==> src/rtl/sm_arith_pkg.sv <==
// Shared sign-magnitude arithmetic definitions: op encoding and field extraction.
package sm_arith_pkg;

  localparam logic OP_ADD = 1'b0;
  localparam logic OP_SUB = 1'b1;

  // Widest operand the extraction helpers handle; callers cast to their width.
  localparam int unsigned SM_MAX_W = 64;

  // Sign bit of a w-bit sign-magnitude word held zero-extended in v.
  function automatic logic sm_sign(input logic [SM_MAX_W-1:0] v, input int unsigned w);
    return v[w-1];
  endfunction

  // Magnitude field (low w-1 bits) of a w-bit sign-magnitude word held in v.
  function automatic logic [SM_MAX_W-2:0] sm_mag(input logic [SM_MAX_W-1:0] v, input int unsigned w);
    logic [SM_MAX_W-1:0] mask;
    mask = (SM_MAX_W'(1) << (w - 1)) - SM_MAX_W'(1);
    return (SM_MAX_W-1)'(v & mask);
  endfunction

endpackage

==> src/rtl/sm_mag_addsub.sv <==
// Combinational unsigned magnitude add or ordered subtract with carry out.
module sm_mag_addsub #(
  parameter int MAG_W = 31
) (
  input  logic [MAG_W-1:0] a,
  input  logic [MAG_W-1:0] b,
  input  logic             sub,
  input  logic             swap,
  output logic [MAG_W-1:0] mag,
  output logic             carry
);

  logic [MAG_W:0] sum;

  // Add produces a carry; subtract takes the larger minus the smaller, never borrowing.
  always_comb begin
    sum   = {1'b0, a} + {1'b0, b};
    mag   = sum[MAG_W-1:0];
    carry = sum[MAG_W];
    if (sub) begin
      carry = 1'b0;
      mag   = swap ? (b - a) : (a - b);
    end
  end

endmodule

==> src/rtl/sm_addsub_pipe.sv <==
// Two-stage pipelined sign-magnitude adder/subtractor with overflow flag,
// zero normalisation, valid/ready flow control and a saturating overflow counter.
module sm_addsub_pipe
  import sm_arith_pkg::*;
#(
  parameter int WIDTH = 32,
  parameter int CNT_W = 16
) (
  input  logic             clk,
  input  logic             rst,
  input  logic             in_valid,
  output logic             in_ready,
  input  logic [WIDTH-1:0] in_a,
  input  logic [WIDTH-1:0] in_b,
  input  logic             in_op,
  output logic             out_valid,
  input  logic             out_ready,
  output logic [WIDTH-1:0] out_res,
  output logic             out_ovf,
  output logic [CNT_W-1:0] ovf_count,
  input  logic             clr_count
);

  localparam int MAG_W = WIDTH - 1;

  function automatic logic [CNT_W-1:0] sat_inc(input logic [CNT_W-1:0] c);
    return (&c) ? c : c + CNT_W'(1);
  endfunction

  // A zero magnitude without overflow always carries a positive sign.
  function automatic logic norm_sign(input logic s, input logic ovf, input logic [MAG_W-1:0] m);
    return (!ovf && (m == '0)) ? 1'b0 : s;
  endfunction

  logic                    adv;
  logic [SM_MAX_W-1:0]     a_ext, b_ext;
  logic                    sign_a_in, sbe_in;
  logic [MAG_W-1:0]        mag_a_in, mag_b_in;

  logic                    vld_p1, vld_p2;
  logic                    sign_a_p1, sbe_p1, eff_add_p1, a_ge_b_p1;
  logic [MAG_W-1:0]        mag_a_p1, mag_b_p1;

  logic [MAG_W-1:0]        mag_r;
  logic                    carry_r;
  logic                    sign_r;

  assign adv       = !vld_p2 || out_ready;
  assign in_ready  = adv;
  assign out_valid = vld_p2;

  assign a_ext     = SM_MAX_W'(in_a);
  assign b_ext     = SM_MAX_W'(in_b);
  assign sign_a_in = sm_sign(a_ext, WIDTH);
  assign sbe_in    = sm_sign(b_ext, WIDTH) ^ (in_op == OP_SUB);
  assign mag_a_in  = MAG_W'(sm_mag(a_ext, WIDTH));
  assign mag_b_in  = MAG_W'(sm_mag(b_ext, WIDTH));

  // ---- stage 1: operand prep ----
  // Stage-1 valid; cleared by reset so in-flight beats are dropped.
  always_ff @(posedge clk) begin
    if (rst)      vld_p1 <= 1'b0;
    else if (adv) vld_p1 <= in_valid;
  end

  // Stage-1 operand fields, effective sign and magnitude ordering.
  always_ff @(posedge clk) begin
    if (adv) begin
      sign_a_p1  <= sign_a_in;
      sbe_p1     <= sbe_in;
      eff_add_p1 <= (sign_a_in == sbe_in);
      a_ge_b_p1  <= (mag_a_in >= mag_b_in);
      mag_a_p1   <= mag_a_in;
      mag_b_p1   <= mag_b_in;
    end
  end

  // ---- stage 2: magnitude arithmetic, registered to outputs ----
  sm_mag_addsub #(.MAG_W(MAG_W)) u_mag (
    .a     (mag_a_p1),
    .b     (mag_b_p1),
    .sub   (!eff_add_p1),
    .swap  (!a_ge_b_p1),
    .mag   (mag_r),
    .carry (carry_r)
  );

  assign sign_r = (eff_add_p1 || a_ge_b_p1) ? sign_a_p1 : sbe_p1;

  // Output register: result, overflow flag and valid advance together.
  always_ff @(posedge clk) begin
    if (rst) begin
      vld_p2  <= 1'b0;
      out_res <= '0;
      out_ovf <= 1'b0;
    end else if (adv) begin
      vld_p2  <= vld_p1;
      out_res <= {norm_sign(sign_r, carry_r, mag_r), mag_r};
      out_ovf <= carry_r;
    end
  end

  // Overflow event counter: clear wins over increment, increment saturates.
  always_ff @(posedge clk) begin
    if (rst || clr_count)                     ovf_count <= '0;
    else if (vld_p2 && out_ready && out_ovf)  ovf_count <= sat_inc(ovf_count);
  end

endmodule

==> config.mk <==
export PLATFORM = sky130hd
export DESIGN_NAME = sm_addsub_pipe
export DESIGN_NICKNAME = d
export VERILOG_FILES = /design/src/rtl/sm_arith_pkg.sv /design/src/rtl/sm_mag_addsub.sv /design/src/rtl/sm_addsub_pipe.sv
export SDC_FILE = /design/constraint.sdc
export NUM_CORES = 1
export LEC_CHECK = 0
export CORE_AREA = 2 2 145 147
export DETAILED_ROUTE_END_ITERATION = 10
export DIE_AREA = 0 0 147 149
export PLACE_DENSITY_LB_ADDON = 0.3
export RECOVER_POWER = 50
export SETUP_SLACK_MARGIN = 0.2
export SLEW_MARGIN = 5
export SYNTH_ARGS = -nofsm -noshare
export SYNTH_HDL_FRONTEND = slang
export SYNTH_SLANG_ARGS = --single-unit
==> constraint.sdc <==
create_clock -name clk -period 4.8 [get_ports clk]
set_input_delay 0.96 -clock clk [delete_from_list [all_inputs] [get_ports clk]]
set_output_delay 0.96 -clock clk [all_outputs]
set_load 0.03 [all_outputs]
==> summary.md <==
| Metric | Value |
|---|---|
| DR WL/cell | 19.38 um |
| Initial antenna violation count | 0 |
| Post-synth EDFFs | 66 |
| Max-slew headroom | 34.23% |
| Status | finished, final reports clean |
| Clock transition at path regs | 60 ps |
| Clk_lat worst skew | 430 ps |
| Async S/R FF share, synth | 0% |
| Crit Path Max Fanout | 4 |
| Worst vdd ir | 0.0002312 V |
| Pin count of the biggest net entering global routing | 57 |
| Post-CTS Hold Buffers | 0 |
| Longest Clk Path Bufs | 2 |
| Vias in the first global route | 9,171 |
| Register Area | 3003 um2 |
| Syn Inst Count | 1,230 |
| Multi-input gate area | 6305 um2 |
| Yosys top cell area share | 19.69% |
| Filler cell count | 1,901 |
| Top-Level Pins | 121 |
| Worst setup EP type | flip-flop |
| Yosys Warn Count | 0 |
| Fin util | 58.44% |
| Layout area overhead | 19.37% |
| Cell repeated most along the worst path | a41o_1 |
| CP required | 5120 ps |
| Part of the cycle the worst path needs | 80.38% |
| Max-slew violations | 0 |
| Net Count, Synth | 1,426 |
| HP Start | out_res[22] |
| Layout cell share with drive strength beyond 1 | 4.925% |
| Crit path buf inv count | 1 |
| CTS resizes | 0 |
| Worst Setup Start Kind | flip-flop |
| Grt total ovfl | 0 |
| Worst Hold Class | flip-flop to flip-flop |
| Post-CTS setup buffer count | 0 |
| Count of final setup violators | 0 |
| DRC | 0 |
| CP startpoint | mag_a_p1[0] |
| Initial Utilization | 48.96% |
| RSZ-0062 raised after global routing | no |
| Max stage delay cell, worst path | nor4b_1 |
| Count leader, synth | a21oi_1 |
| Clk sinks | 117 |
| Mapped Area | 10,060 um2 |
| Synthesized area per cell | 8.183 um2 |
| Site Rows | 53 |
| Die Wd | 147 um |
| Max-cap violations | 0 |
| Final setup skew | 7.226 ps |
| Slowest Stage Delay on Critical Path | 440 ps |
| First-pass GRT wire length | 49.38 mm |
| Seq/Total Area, Yosys | 29.84% |
| Post-layout net count | 1,523 |
| # port buffers | 120 |
| GR Util All Layers | 28.71% |
| WL final | 31.30 mm |
| Final hold viol count | 0 |
| Antenna diodes | 0 |
| Synth top area cells | edfxtp_1 (20%), ha_1 (15%), dfxtp_1 (10%), a21oi_1 (6.6%), nor2_1 (4.9%) |
| Worst-Margin Slew | 986.5 ps |
| H-Tree Level Count | 4 |
| FF+latch count, synth | 117 |
| Leak Pwr | 5.095 nW |
| DIE AREA | 21,900 um2 |
| Critical path type | flip-flop to flip-flop |
| Total CTS buffers | 17 |
| Via/cell ratio | 5.946 |
| Peak Freq | 0.2592 GHz |
| Via count | 9,603 |
| Critical path arrival | 4170 ps |
| Ordered cell list for the critical path | ha_1 -> fa_1 -> nor2b_1 -> o311ai_1 -> buf_4 -> a211oi_1 -> nor4b_1 -> o21ai_1 -> a41o_1 -> a41o_1 -> a21oi_1 -> xnor2_1 -> nand4b_1 -> o31a_1 |
| Final Critical Period | 3858 ps |
| Initial DRT Pass Iterations | 6 |
| Yosys top cell by area | edfxtp_1 |
| Core area | 20,560 um2 |
| Root Driver | clkbuf_16 |
| CTS tree | yes |
| Routability cong. | 1.062 |
| R2R Path Start | mag_a_p1[0] |
| Drt first-iter violations | 937 |
| Detail Route Antenna Nets | 0 |
| Top delay family on crit path | compound AO/OA/AOI/OAI gates |
| TNS Setup | 0 ps |
| Pwr per Cell Area | 337.1 nW/um2 |
| Commonest cells in the netlist | a21oi_1 (132), nor2_1 (131), ha_1 (123) |
| Synth cell types | 78 |
| Post-DP HPWL | 24.79 mm |
| Die Ht | 149 um |
| Most used DFF post-synth | edfxtp_1 |
==> per-stage QoR <==
stage | worst slack, ps | hold WS [ps] | instance area [um2] | power (mW) | cells
5_1_grt | 701.2 | 469.1 | 12010 | 4.232 | 1615
3_5_place_dp | 984.4 | 444.6 | 11410 | 2.714 | 1583
2_1_floorplan | 311.2 | 432.2 | 10060 | 2.219 | 1230
3_3_place_gp | 990.6 | 438.6 | 11410 | 2.703 | 1583
4_1_cts | 930.9 | 451.6 | 12020 | 4.034 | 1615
6_report | 941.8 | 450.6 | 12010 | 4.050 | 1615
==> logic make-up after synthesis <==
family                   share of synthesized area (%)
adder cells (fa/ha/maj)                          15.89
AO/OA/AOI/OAI                                    24.63
AND/OR/NAND/NOR                                  18.11
buffers and inverters                            7.521
XOR/XNOR                                         3.394
multiplexers                                    0.6216
flip-flops                                       29.84
==> worst register-to-register path, cell delays in order (launching register included) <==
cell,delay (ps)
edfxtp_1,420
ha_1,250
fa_1,390
nor2b_1,160
o311ai_1,260
buf_4,200
a211oi_1,120
nor4b_1,440
o21ai_1,190
a41o_1,360
a41o_1,260
a21oi_1,160
xnor2_1,180
nand4b_1,120
o31a_1,240
==> routing by layer <==
layer | up-vias | global-route usage, % | part of all wire (%) | routed length [um]
met5 | - | 0 | 0 | 0
met4 | 0 | 9.712 | 2.6 | 820
met3 | 60 | 5.566 | 8.1 | 2541
met2 | 451 | 45.40 | 44 | 13810
met1 | 4470 | 39.63 | 45 | 14130
li1 | 4622 | - | - | -
==> where the power goes <==
| part | internal (mW) | switching [mW] |
|---|---|---|
| combinational | 0.546 | 0.948 |
| clock | 0.804 | 0.523 |
| sequential | 1.16 | 0.0664 |
| total | 2.51 | 1.54 |
==> registers in the layout (all words and copies together) (netlist names) <==
register / flops
ovf_count: 16
sbe_p1: 1
vld_p1: 1
out_res: 32
mag_b_p1: 31
sign_a_p1: 1
mag_a_p1: 31
eff_add_p1: 1
out_valid: 1
out_ovf: 1
a_ge_b_p1: 1
==> cell usage in the layout (no fill, tap or decap), drive strengths merged, types with 7 or more instances in the layout <==
cell             n
a21oi          134
nor2           132
inv            125
ha             123
nand2           93
o21ai           68
edfxtp          66
dlygate4sd3     65
clkdlybuf4s50   55
dfxtp           51
a211oi          41
nand3           27
nor2b           24
clkbuf          24
nand4           23
xnor2           22
nor3            20
o31ai           18
xor2            17
o211ai          15
a31oi           14
nor4            13
a21o            11
o21a            11
buf             11
nand2b          10
and3            10
o21bai           8
a311oi           7
a2111oi          7
==> path summary, 6_finish.rpt <==
check | end | slack (ps) | depth (start not counted)
hold reg to reg | out_res[22] | 450 | 2
hold / removal | out_res[22] | 450 | 2
setup / recovery | out_res[31] | 940 | 14
setup reg to reg | out_res[31] | 940 | 14
==> cell type report <==
class | count | area share [%]
clock buffers | 23 | 4.509
clock inverters | 9 | 0.6145
inverters | 122 | 3.822
multi-input cells | 937 | 52.48
flip-flops and latches | 117 | 24.99
well taps | 275 | 2.864
repair buffers | 132 | 10.72
(Power assumes the default switching activity.)
